## config.mk

```make
export PLATFORM = sky130hd
export DESIGN_NAME = blockade_rom_loader_flat
export DESIGN_NICKNAME = d
export VERILOG_FILES = /design/src/rtl/blockade_rom_loader_if.sv /design/src/rtl/blockade_rom_loader.sv /design/src/flat_wrapper.sv
export SDC_FILE = /design/constraint.sdc
export NUM_CORES = 1
export LEC_CHECK = 0
export ABC_AREA = 0
export BUFFER_PORTS_ARGS = -buffer_cell sky130_fd_sc_hd__buf_2
export CAP_MARGIN = 25
export CELL_PAD_IN_SITES_DETAIL_PLACEMENT = 1
export CELL_PAD_IN_SITES_GLOBAL_PLACEMENT = 2
export CORE_MARGIN = 2
export CORE_UTILIZATION = 27
export DETAILED_ROUTE_END_ITERATION = 7
export GPL_ROUTABILITY_DRIVEN = 0
export PLACE_DENSITY = 0.86
export SLEW_MARGIN = 0
export SYNTH_ARGS = -nofsm -noshare
export SYNTH_HDL_FRONTEND = slang
export SYNTH_SLANG_ARGS = --single-unit
```

## constraint.sdc

```tcl
create_clock -name clk_sys -period 2.63 [get_ports clk_sys]
set_input_delay 0.3945 -clock clk_sys [delete_from_list [all_inputs] [get_ports clk_sys]]
set_output_delay 0.3945 -clock clk_sys [all_outputs]
set_load 0.05 [all_outputs]
```

## src/rtl/blockade_rom_loader_if.sv

```systemverilog
// Download-side and ROM-write-side signals between the HPS ioctl port, the loader and the core.
// Handshake: ioctl_wr and dn_wr are single-cycle valid strobes with an implicit, always-asserted ready;
// a byte is transferred on every rising edge where the strobe is 1, and nothing can stall it.
interface blockade_rom_loader_if;
  logic        ioctl_download;
  logic        ioctl_wr;
  logic [24:0] ioctl_addr;
  logic [7:0]  ioctl_dout;
  logic [7:0]  ioctl_index;
  logic [13:0] dn_addr;
  logic [7:0]  dn_data;
  logic        dn_wr;

  modport master (
    output ioctl_download, ioctl_wr, ioctl_addr, ioctl_dout, ioctl_index,
    input  dn_addr, dn_data, dn_wr
  );

  modport slave (
    input  ioctl_download, ioctl_wr, ioctl_addr, ioctl_dout, ioctl_index,
    output dn_addr, dn_data, dn_wr
  );
endinterface

```

## src/rtl/blockade_rom_loader.sv

```systemverilog
// Forwards ioctl ROM bytes to the blockade core, validates the image size and checksum,
// latches the game-mode byte and keeps the core in reset until a complete image is resident.
module blockade_rom_loader #(
  parameter int         ROM_BYTES  = 16384,
  parameter logic [7:0] ROM_INDEX  = 8'd0,
  parameter logic [7:0] MODE_INDEX = 8'd1,
  parameter int         RESET_HOLD = 16
) (
  input  logic                        clk_sys,
  input  logic                        reset_n,
  blockade_rom_loader_if.slave        bus,
  output logic                        core_reset,
  output logic [1:0]                  game_mode,
  output logic                        rom_loaded,
  output logic                        rom_error,
  output logic [14:0]                 byte_count,
  output logic [7:0]                  checksum,
  output logic [2:0]                  state
);

  typedef enum logic [2:0] {
    S_EMPTY = 3'd0,
    S_LOAD  = 3'd1,
    S_MODE  = 3'd2,
    S_CHECK = 3'd3,
    S_HOLD  = 3'd4,
    S_DONE  = 3'd5,
    S_ERROR = 3'd6
  } state_t;

  localparam int          HOLD_W     = (RESET_HOLD > 1) ? $clog2(RESET_HOLD) : 1;
  localparam logic [HOLD_W-1:0] HOLD_LAST = HOLD_W'((RESET_HOLD > 0) ? RESET_HOLD - 1 : 0);
  localparam logic [24:0] ROM_LIMIT  = 25'(ROM_BYTES);
  localparam logic [14:0] ROM_COUNT  = 15'(ROM_BYTES);
  localparam logic [14:0] COUNT_MAX  = '1;

  state_t            cur;
  state_t            nxt;
  logic              overflow;
  logic [HOLD_W-1:0] hold_cnt;

  logic rom_start;
  logic mode_start;
  logic addr_in_range;
  logic image_ok;
  logic hold_done;
  logic load_entry;
  logic check_pass;
  logic check_fail;

  assign rom_start     = bus.ioctl_download && (bus.ioctl_index == ROM_INDEX);
  assign mode_start    = bus.ioctl_download && (bus.ioctl_index == MODE_INDEX);
  assign addr_in_range = bus.ioctl_addr < ROM_LIMIT;
  assign image_ok      = (byte_count == ROM_COUNT) && !overflow;
  assign hold_done     = hold_cnt == HOLD_LAST;
  assign load_entry    = (nxt == S_LOAD) && (cur != S_LOAD);
  assign check_pass    = (cur == S_CHECK) && (nxt == S_HOLD);
  assign check_fail    = (cur == S_CHECK) && (nxt == S_ERROR);

  always_ff @(posedge clk_sys) begin
    if (!reset_n) cur <= S_EMPTY;
    else          cur <= nxt;
  end

  // A fresh ROM download pre-empts every settled state; MODE and LOAD must run to their own end.
  always_comb begin
    nxt = cur;
    unique case (cur)
      S_EMPTY, S_DONE, S_ERROR: begin
        if (rom_start)       nxt = S_LOAD;
        else if (mode_start) nxt = S_MODE;
      end
      S_LOAD: begin
        if (!bus.ioctl_download) nxt = S_CHECK;
      end
      S_MODE: begin
        if (!bus.ioctl_download) begin
          if (rom_loaded)     nxt = S_HOLD;
          else if (rom_error) nxt = S_ERROR;
          else                nxt = S_EMPTY;
        end
      end
      S_CHECK: begin
        if (rom_start)     nxt = S_LOAD;
        else if (image_ok) nxt = S_HOLD;
        else               nxt = S_ERROR;
      end
      S_HOLD: begin
        if (rom_start)      nxt = S_LOAD;
        else if (hold_done) nxt = S_DONE;
      end
      default: nxt = S_EMPTY;
    endcase
  end

  always_comb begin
    core_reset = (cur != S_DONE);
    state      = cur;
  end

  // Writes in LOAD are taken regardless of ioctl_download so the strobe on the falling cycle lands.
  always_ff @(posedge clk_sys) begin
    if (!reset_n) begin
      bus.dn_wr   <= 1'b0;
      bus.dn_addr <= '0;
      bus.dn_data <= '0;
      byte_count  <= '0;
      checksum    <= '0;
      overflow    <= 1'b0;
      rom_loaded  <= 1'b0;
      rom_error   <= 1'b0;
      game_mode   <= '0;
      hold_cnt    <= '0;
    end else begin
      bus.dn_wr <= 1'b0;

      if (load_entry) begin
        byte_count <= '0;
        checksum   <= '0;
        overflow   <= 1'b0;
        rom_loaded <= 1'b0;
        rom_error  <= 1'b0;
      end

      if ((cur == S_LOAD) && bus.ioctl_wr) begin
        if (addr_in_range) begin
          bus.dn_wr   <= 1'b1;
          bus.dn_addr <= bus.ioctl_addr[13:0];
          bus.dn_data <= bus.ioctl_dout;
          if (byte_count != COUNT_MAX) byte_count <= byte_count + 15'd1;
          checksum <= checksum + bus.ioctl_dout;
        end else begin
          overflow <= 1'b1;
        end
      end

      if (check_pass) rom_loaded <= 1'b1;
      if (check_fail) rom_error  <= 1'b1;

      if ((cur == S_MODE) && bus.ioctl_wr && (bus.ioctl_addr == '0))
        game_mode <= bus.ioctl_dout[1:0];

      hold_cnt <= (cur == S_HOLD) ? hold_cnt + 1'b1 : '0;
    end
  end

endmodule

```

## src/flat_wrapper.sv

```systemverilog
// flat-port wrapper written by rule: the top's interface ports become plain ports
module blockade_rom_loader_flat 
#(
  parameter int         ROM_BYTES  = 16384,
  parameter logic [7:0] ROM_INDEX  = 8'd0,
  parameter logic [7:0] MODE_INDEX = 8'd1,
  parameter int         RESET_HOLD = 16
)
  (clk_sys, reset_n, core_reset, game_mode, rom_loaded, rom_error, byte_count, checksum, state, bus_ioctl_download, bus_ioctl_wr, bus_ioctl_addr, bus_ioctl_dout, bus_ioctl_index, bus_dn_addr, bus_dn_data, bus_dn_wr);
  blockade_rom_loader_if bus_i ();
  input  logic clk_sys;
  input  logic reset_n;
  output logic core_reset;
  output logic [1:0] game_mode;
  output logic rom_loaded;
  output logic rom_error;
  output logic [14:0] byte_count;
  output logic [7:0] checksum;
  output logic [2:0] state;
  input wire logic [$bits(bus_i.ioctl_download)-1:0] bus_ioctl_download;
  input wire logic [$bits(bus_i.ioctl_wr)-1:0] bus_ioctl_wr;
  input wire logic [$bits(bus_i.ioctl_addr)-1:0] bus_ioctl_addr;
  input wire logic [$bits(bus_i.ioctl_dout)-1:0] bus_ioctl_dout;
  input wire logic [$bits(bus_i.ioctl_index)-1:0] bus_ioctl_index;
  output wire logic [$bits(bus_i.dn_addr)-1:0] bus_dn_addr;
  output wire logic [$bits(bus_i.dn_data)-1:0] bus_dn_data;
  output wire logic [$bits(bus_i.dn_wr)-1:0] bus_dn_wr;
  assign bus_i.ioctl_download = bus_ioctl_download;
  assign bus_i.ioctl_wr = bus_ioctl_wr;
  assign bus_i.ioctl_addr = bus_ioctl_addr;
  assign bus_i.ioctl_dout = bus_ioctl_dout;
  assign bus_i.ioctl_index = bus_ioctl_index;
  assign bus_dn_addr = bus_i.dn_addr;
  assign bus_dn_data = bus_i.dn_data;
  assign bus_dn_wr = bus_i.dn_wr;
  blockade_rom_loader #(.ROM_BYTES(ROM_BYTES), .ROM_INDEX(ROM_INDEX), .MODE_INDEX(MODE_INDEX), .RESET_HOLD(RESET_HOLD)) u_core (.clk_sys(clk_sys), .reset_n(reset_n), .bus(bus_i), .core_reset(core_reset), .game_mode(game_mode), .rom_loaded(rom_loaded), .rom_error(rom_error), .byte_count(byte_count), .checksum(checksum), .state(state));
endmodule
```

# --- Word level (Yosys, flattened, before mapping) ---
# Index checks and enable logic that the tools add are counted.
op_classes:
  addsub: 3
  mul: 0
  div: 0
  order_cmp: 1
  n_eq_ne: 15
  n_shift: 0
  muxes: 25
  bitwise_logic: 0
  n_reduce_logical: 19
op_table:
  columns: ["operator", "count"]
  rows:
  - ["two-way mux 15 bit", 4]
  - ["two-way mux 3 bit", 9]
  - ["logical NOT 25 bit", 1]
  - ["less-than comparator 25 x 15 -> 1 bit (second input constant)", 1]
  - ["two-way mux 8 bit", 3]
  - ["adder 15 x 1 -> 15 bit (second input constant)", 1]
  - ["equality test 15 bit (second input constant)", 1]
  - ["equality test 3 bit (second input constant)", 5]
  - ["inequality test 15 bit (second input constant)", 1]
  - ["one-hot mux 3 bit (5 select lines)", 1]
  - ["logical AND 1 bit", 9]
  - ["adder 8 bit", 1]
  - ["equality test 8 x 1 -> 1 bit (second input constant)", 1]
  - ["logical NOT 8 bit", 1]
  - ["two-way mux 1 bit", 7]
  - ["equality test 3 x 1 -> 1 bit (second input constant)", 2]
  - ["equality test 3 x 2 -> 1 bit (second input constant)", 2]
  - ["AND reduction 2 bit", 3]
  - ["adder 4 x 1 -> 4 bit (second input constant)", 1]
  - ["equality test 4 bit (second input constant)", 1]
  - ["nonzero test 2 bit", 2]
  - ["logical NOT 3 bit", 1]
  - ["inequality test 3 x 1 -> 1 bit (second input constant)", 1]
  - ["inequality test 3 bit (second input constant)", 1]
  - ["3 further kinds", 3]
totals:
  ff_bits: 58
  latch_bits: 0
  ram_bits: 0
  romBits: 0
  mem_count: 0

# --- Logic depth before layout (Yosys ltp) ---
logic_depth:
  word_depth: 11
  mapped_depth: 9

# --- Least setup slack after synthesis ---
# No wires, ideal clock.
synth_path:
  path_type: "reg-to-reg"
  from: "register u_core.cur[0] (netlist: u_core.state[0])"
  to: "register u_core.byte_count[13]"
  arrival_ns: 2.405
  setup_slack_ns: 0.160
  path_stages_with_launch: 9
  n_path_buf: 2
  path_cell_list: "dfxtp_1 -> clkbuf_1 -> nor4bb_1 -> nand4_1 -> a41oi_1 -> clkbuf_1 -> nand4_1 -> xor2_1 -> nor2_1"
synth_between:
  elab_chain_len: 9
synth_rtl:
  columns: ["item", "line_no", "rtl"]
  rows:
  - ["start, declared", "blockade_rom_loader.sv:37", "state_t cur;"]
  - ["start signal, assigned", "blockade_rom_loader.sv:62", "else cur <= nxt;"]
  - ["equality test 3 bit, or another cell as far along", "blockade_rom_loader.sv:68", "unique case (cur)"]
  - ["OR reduction 3 bit, or another cell as far along", "blockade_rom_loader.sv:68", null]
  - ["one-hot mux 3 bit (5 select lines)", "blockade_rom_loader.sv:68", null]
  - ["equality test 3 x 1 -> 1 bit", "blockade_rom_loader.sv:56", "assign load_entry = (nxt == S_LOAD) && (cur != S_LOAD);"]
  - ["logical AND 1 bit", "blockade_rom_loader.sv:56", null]
  - ["two-way mux 15 bit", "blockade_rom_loader.sv:117", "if (load_entry) begin"]
  - ["two-way mux 15 bit", "blockade_rom_loader.sv:130", "if (byte_count != COUNT_MAX) byte_count <= byte_count + 15'd1;"]
  - ["two-way mux 15 bit", "blockade_rom_loader.sv:126", "if (addr_in_range) begin"]
  - ["two-way mux 15 bit (*)", "blockade_rom_loader.sv:125", "if ((cur == S_LOAD) && bus.ioctl_wr) begin"]
  - ["end signal, assigned", "blockade_rom_loader.sv:130", null]
  - ["end, declared", "blockade_rom_loader.sv:16", "output logic [14:0] byte_count,"]
# Mark *: on every way between the ends. The rest lies on a longest branch, timed or not.
# A chain may end at the register's enable or synchronous reset.

# --- Final worst setup path ---
layout_path:
  from: "input port bus_ioctl_index[4]"
  to: "register u_core.checksum[6]"
layout_between:
  elab_chain_len: 10
layout_rtl:
  columns: ["item", "line_no", "rtl"]
  rows:
  - ["start, declared", "flat_wrapper.sv:24", "input wire logic [$bits(bus_i.ioctl_index)-1:0] bus_ioctl_index;"]
  - ["equality test 8 x 1 -> 1 bit", "blockade_rom_loader.sv:52", "assign mode_start = bus.ioctl_download && (bus.ioctl_index == MODE_INDEX);"]
  - ["logical AND 1 bit", "blockade_rom_loader.sv:52", null]
  - ["two-way mux 3 bit", "blockade_rom_loader.sv:71", "else if (mode_start) nxt = S_MODE;"]
  - ["two-way mux 3 bit", "blockade_rom_loader.sv:70", "if (rom_start) nxt = S_LOAD;"]
  - ["one-hot mux 3 bit (5 select lines) (*)", "blockade_rom_loader.sv:68", null]
  - ["equality test 3 x 1 -> 1 bit (*)", "blockade_rom_loader.sv:56", null]
  - ["logical AND 1 bit (*)", "blockade_rom_loader.sv:56", null]
  - ["two-way mux 8 bit (*)", "blockade_rom_loader.sv:117", null]
  - ["two-way mux 8 bit", "blockade_rom_loader.sv:126", null]
  - ["two-way mux 8 bit (*)", "blockade_rom_loader.sv:125", null]
  - ["end signal, assigned", "blockade_rom_loader.sv:131", "checksum <= checksum + bus.ioctl_dout;"]
  - ["end, declared", "blockade_rom_loader.sv:17", "output logic [7:0] checksum,"]
# Marked as above.

==> metrics <==
crit-path cells buf_2, or4b_1, o31a_1, o311a_1, a211o_1, and4_1, or3_1; postcts setup bufs 0; CTS tree yes; Slowest cell on crit path or4b_1; placed cells 596; ANT nets after route 0; DIE AREA 11400 um^2; Area growth syn-to-layout 32.6%; fillers 1314; setup slack, reg-to-reg 0.38 ns; post-synthesis sequential area ratio 0.408; crit-path leading delay family simple AND/OR/NAND/NOR gates; largest incremental delay on the critical path 0.54 ns; DRC errors left 0; row cnt 37; post-route non-filler standard cell count 612; CP bufs+invs 1; Seq pwr share 0.480; Cell Int Power 1400 uW; # IOs 99; hold path endpoint u_core.bus.dn_addr[4]; CP endpoint kind register; CP Launch Type input pin; layout cells sized above 1 0.275; Final Cycle Share 0.868; Num CTS Buffers 9; post-synthesis register bit count 58; first-pass GRT wire length 15300 um; # H-tree levels 3; diode count 0; Max Fclk 438 MHz; clk_lat worst skew 0.34 ns; dpl hpwl 6910 um; Max clock buf depth 2; Worst slew margin 0.693; Worst EP required 2.85 ns; fin. max-slew vios 0; DRT Pass-1 Iters 4; max_cap viols 0; CP Max Fanout 5; initial drt markers 98; Post-Syn Nets 419; wire length per cell 15.0 um; PostCTS Resize Cnt 0; antenna violations before repair 0; worst hold path type input pin to register; aggregate global-route resource usage 0.169; largest net degree at the start of global routing 41; min-delay src bus_ioctl_addr[4]; Root Driver clkbuf_8; Post-Route WL 9210 um; sw power 426 uW; Worst VDD drop 0.226 mV; Final setup viols 0; Leak Pwr 0.00159 uW; mean post-synth cell area 7.83 um^2; Avg Vias per Cell 4.99; Tot Pwr 1830 uW; clk sinks 58; Worst R2R Start u_core.state[0]; Yosys warning count 0; Die X 107 um; Post-synth top flop dfxtp_1; Sw Ratio 0.233; initial core utilization 0.277; Final Skew 0.0128 ns; crit path DAT 2.50 ns; WHS Path Cells 3; EDFF count, synth 0; vias in the first global route 3177; kind of critical path input pin to register; hold buffers post-CTS 0; crit path time final 2.28 ns; pwr dens 486 nW/um^2; outcome complete, no violations; R2R depth 8; clock share of power 0.472; Die Y 107 um; nets 527; DR vias 3055; Reg-to-Reg End u_core.byte_count[4]; worst-margin pin slew 0.461 ns; mapped cell area 2840 um^2; Hold Vio Cnt, Final 0; RSZ-0062 raised after global routing no; ys async rst share 0; clk slew on worst S/H paths 0.07 ns; Yosys cell types 50; total gr overflow 0; number of buffers added on ports 98; Gate power share 0.048; cells after synthesis 363; Core Region 10300 um^2
cell families (layout without fill, tap and decap cells):
| group | after synthesis | count (layout) | share of synthesized area |
|---|---|---|---|
| AND/OR/NAND/NOR | 170 | 170 | 0.290 |
| AO/OA/AOI/OAI | 83 | 83 | 0.179 |
| XOR/XNOR | 6 | 6 | 0.0185 |
| buffers and inverters | 32 | 145 | 0.0423 |
| multiplexers | 3 | 3 | 0.0106 |
| flip-flops | 58 | 58 | 0.408 |
| adder cells (fa/ha/maj) | 11 | 11 | 0.0511 |
final cells by class:
class	count	area [um^2]	share of cell area
Multi-Input combinational cell	273	1560	0.414
Sequential cell	58	1160	0.308
Timing Repair Buffer	115	618	0.164
Tap cell	136	170	0.0452
Clock buffer	12	155	0.0412
Inverter	14	52.6	0.0139
Clock inverter	4	50.0	0.0133
cells in the mapped netlist, types with 2 or more instances:
master,n,area share
xor2_1,4,0.012
or3_1,3,0.0066
nand3b_1,2,0.0053
clkbuf_1,18,0.024
and3_1,5,0.011
nand2_1,67,0.088
xnor2_1,2,0.0062
nor3_1,5,0.0088
nor2b_1,4,0.0088
a21oi_1,33,0.058
inv_1,14,0.018
nor4_1,7,0.015
and2_1,3,0.0066
nor4b_1,4,0.012
dfxtp_1,58,0.41
ha_1,10,0.044
a31oi_1,9,0.020
nand4_1,9,0.020
or4_1,3,0.0079
o21a_1,3,0.0079
o21ai_0,17,0.030
nor3b_1,2,0.0053
nand3_1,17,0.030
a22oi_1,2,0.0053
a41oi_1,2,0.0062
mux2i_1,3,0.011
nand2b_1,3,0.0066
and4_1,2,0.0062
nor2_1,31,0.041
placed cells by master, fill, tap and decap left out, types with 3 or more instances in the layout:
master / n
o21a_1: 3
or3_1: 3
ha_1: 10
buf_2: 98
nor2b_1: 4
dfxtp_1: 58
inv_1: 14
xor2_1: 4
buf_4: 17
nor2_1: 31
nand2b_1: 3
mux2i_1: 3
nand3_1: 17
clkbuf_8: 11
nor4b_1: 4
and3_1: 5
nand2_1: 67
nand4_1: 9
o21ai_0: 17
nor3_1: 5
and2_1: 3
or4_1: 3
a31oi_1: 9
nor4_1: 7
a21oi_1: 33
tightest hold or removal path: cells and delay by family:
family	cells	cell delay [ns]
AOI/OAI and AO/OA	1	0.05
and+or+nand+nor	1	0.05
buffers and inverters	1	0.11
registers in the layout, indices dropped and copies added (netlist names):
signal and cells:
u_core.bus.dn_addr 14, u_core.state 3, u_core.bus.dn_data 8, u_core.rom_error 1, u_core.rom_loaded 1, u_core.hold_cnt 4, u_core.byte_count 15, u_core.overflow 1
u_core.bus.dn_wr 1, u_core.checksum 8, u_core.game_mode 2
metrics by stage:
step	util	hold slack (ns)	worst slack, ns	area (um^2)	TNS (ns)
finish	0.367	0.301	0.347	3770	0
global placement	0.347	0.430	0.0265	3560	0
detailed placement	0.347	0.443	-0.0160	3560	-0.0160
floorplan	-	0.418	0.160	2840	0
global route	0.367	0.300	0.0900	3770	0
CTS	0.367	0.283	0.348	3770	0
worst max path at each step:
stage / from / end / slack [ns] / cells past startpoint
detailed placement: bus_ioctl_index[4] / u_core.checksum[6] / -0.02 / 7
global route: u_core.checksum[0] / u_core.checksum[6] / 0.09 / 9
floorplan: u_core.state[0] / u_core.byte_count[13] / 0.16 / 8
global placement: bus_ioctl_index[4] / u_core.checksum[6] / 0.03 / 7
finish: bus_ioctl_index[4] / u_core.checksum[6] / 0.35 / 7
CTS: bus_ioctl_index[4] / u_core.checksum[6] / 0.35 / 7
metal layers:
| layer | GRT usage | vias up | part of all wire | routed length [um] |
|---|---|---|---|---|
| li1 | - | 1516 | - | - |
| met1 | 0.204 | 1465 | 0.44 | 4020 |
| met2 | 0.297 | 60 | 0.51 | 4710 |
| met3 | 0.0249 | 14 | 0.032 | 290 |
| met4 | 0.0733 | 0 | 0.021 | 190 |
| met5 | 0 | - | 0 | 0 |
power by group through the flow:
stage / clock network (uW) / logic [uW] / registers [uW]
6_report: 865 / 87.4 / 879
5_1_grt: 929 / 98.0 / 878
4_1_cts: 889 / 88.7 / 878
3_5_place_dp: 0 / 87.8 / 899
3_3_place_gp: 0 / 84.9 / 899
2_1_floorplan: 0 / 31.7 / 899
Power figures use the tool's default switching activity.
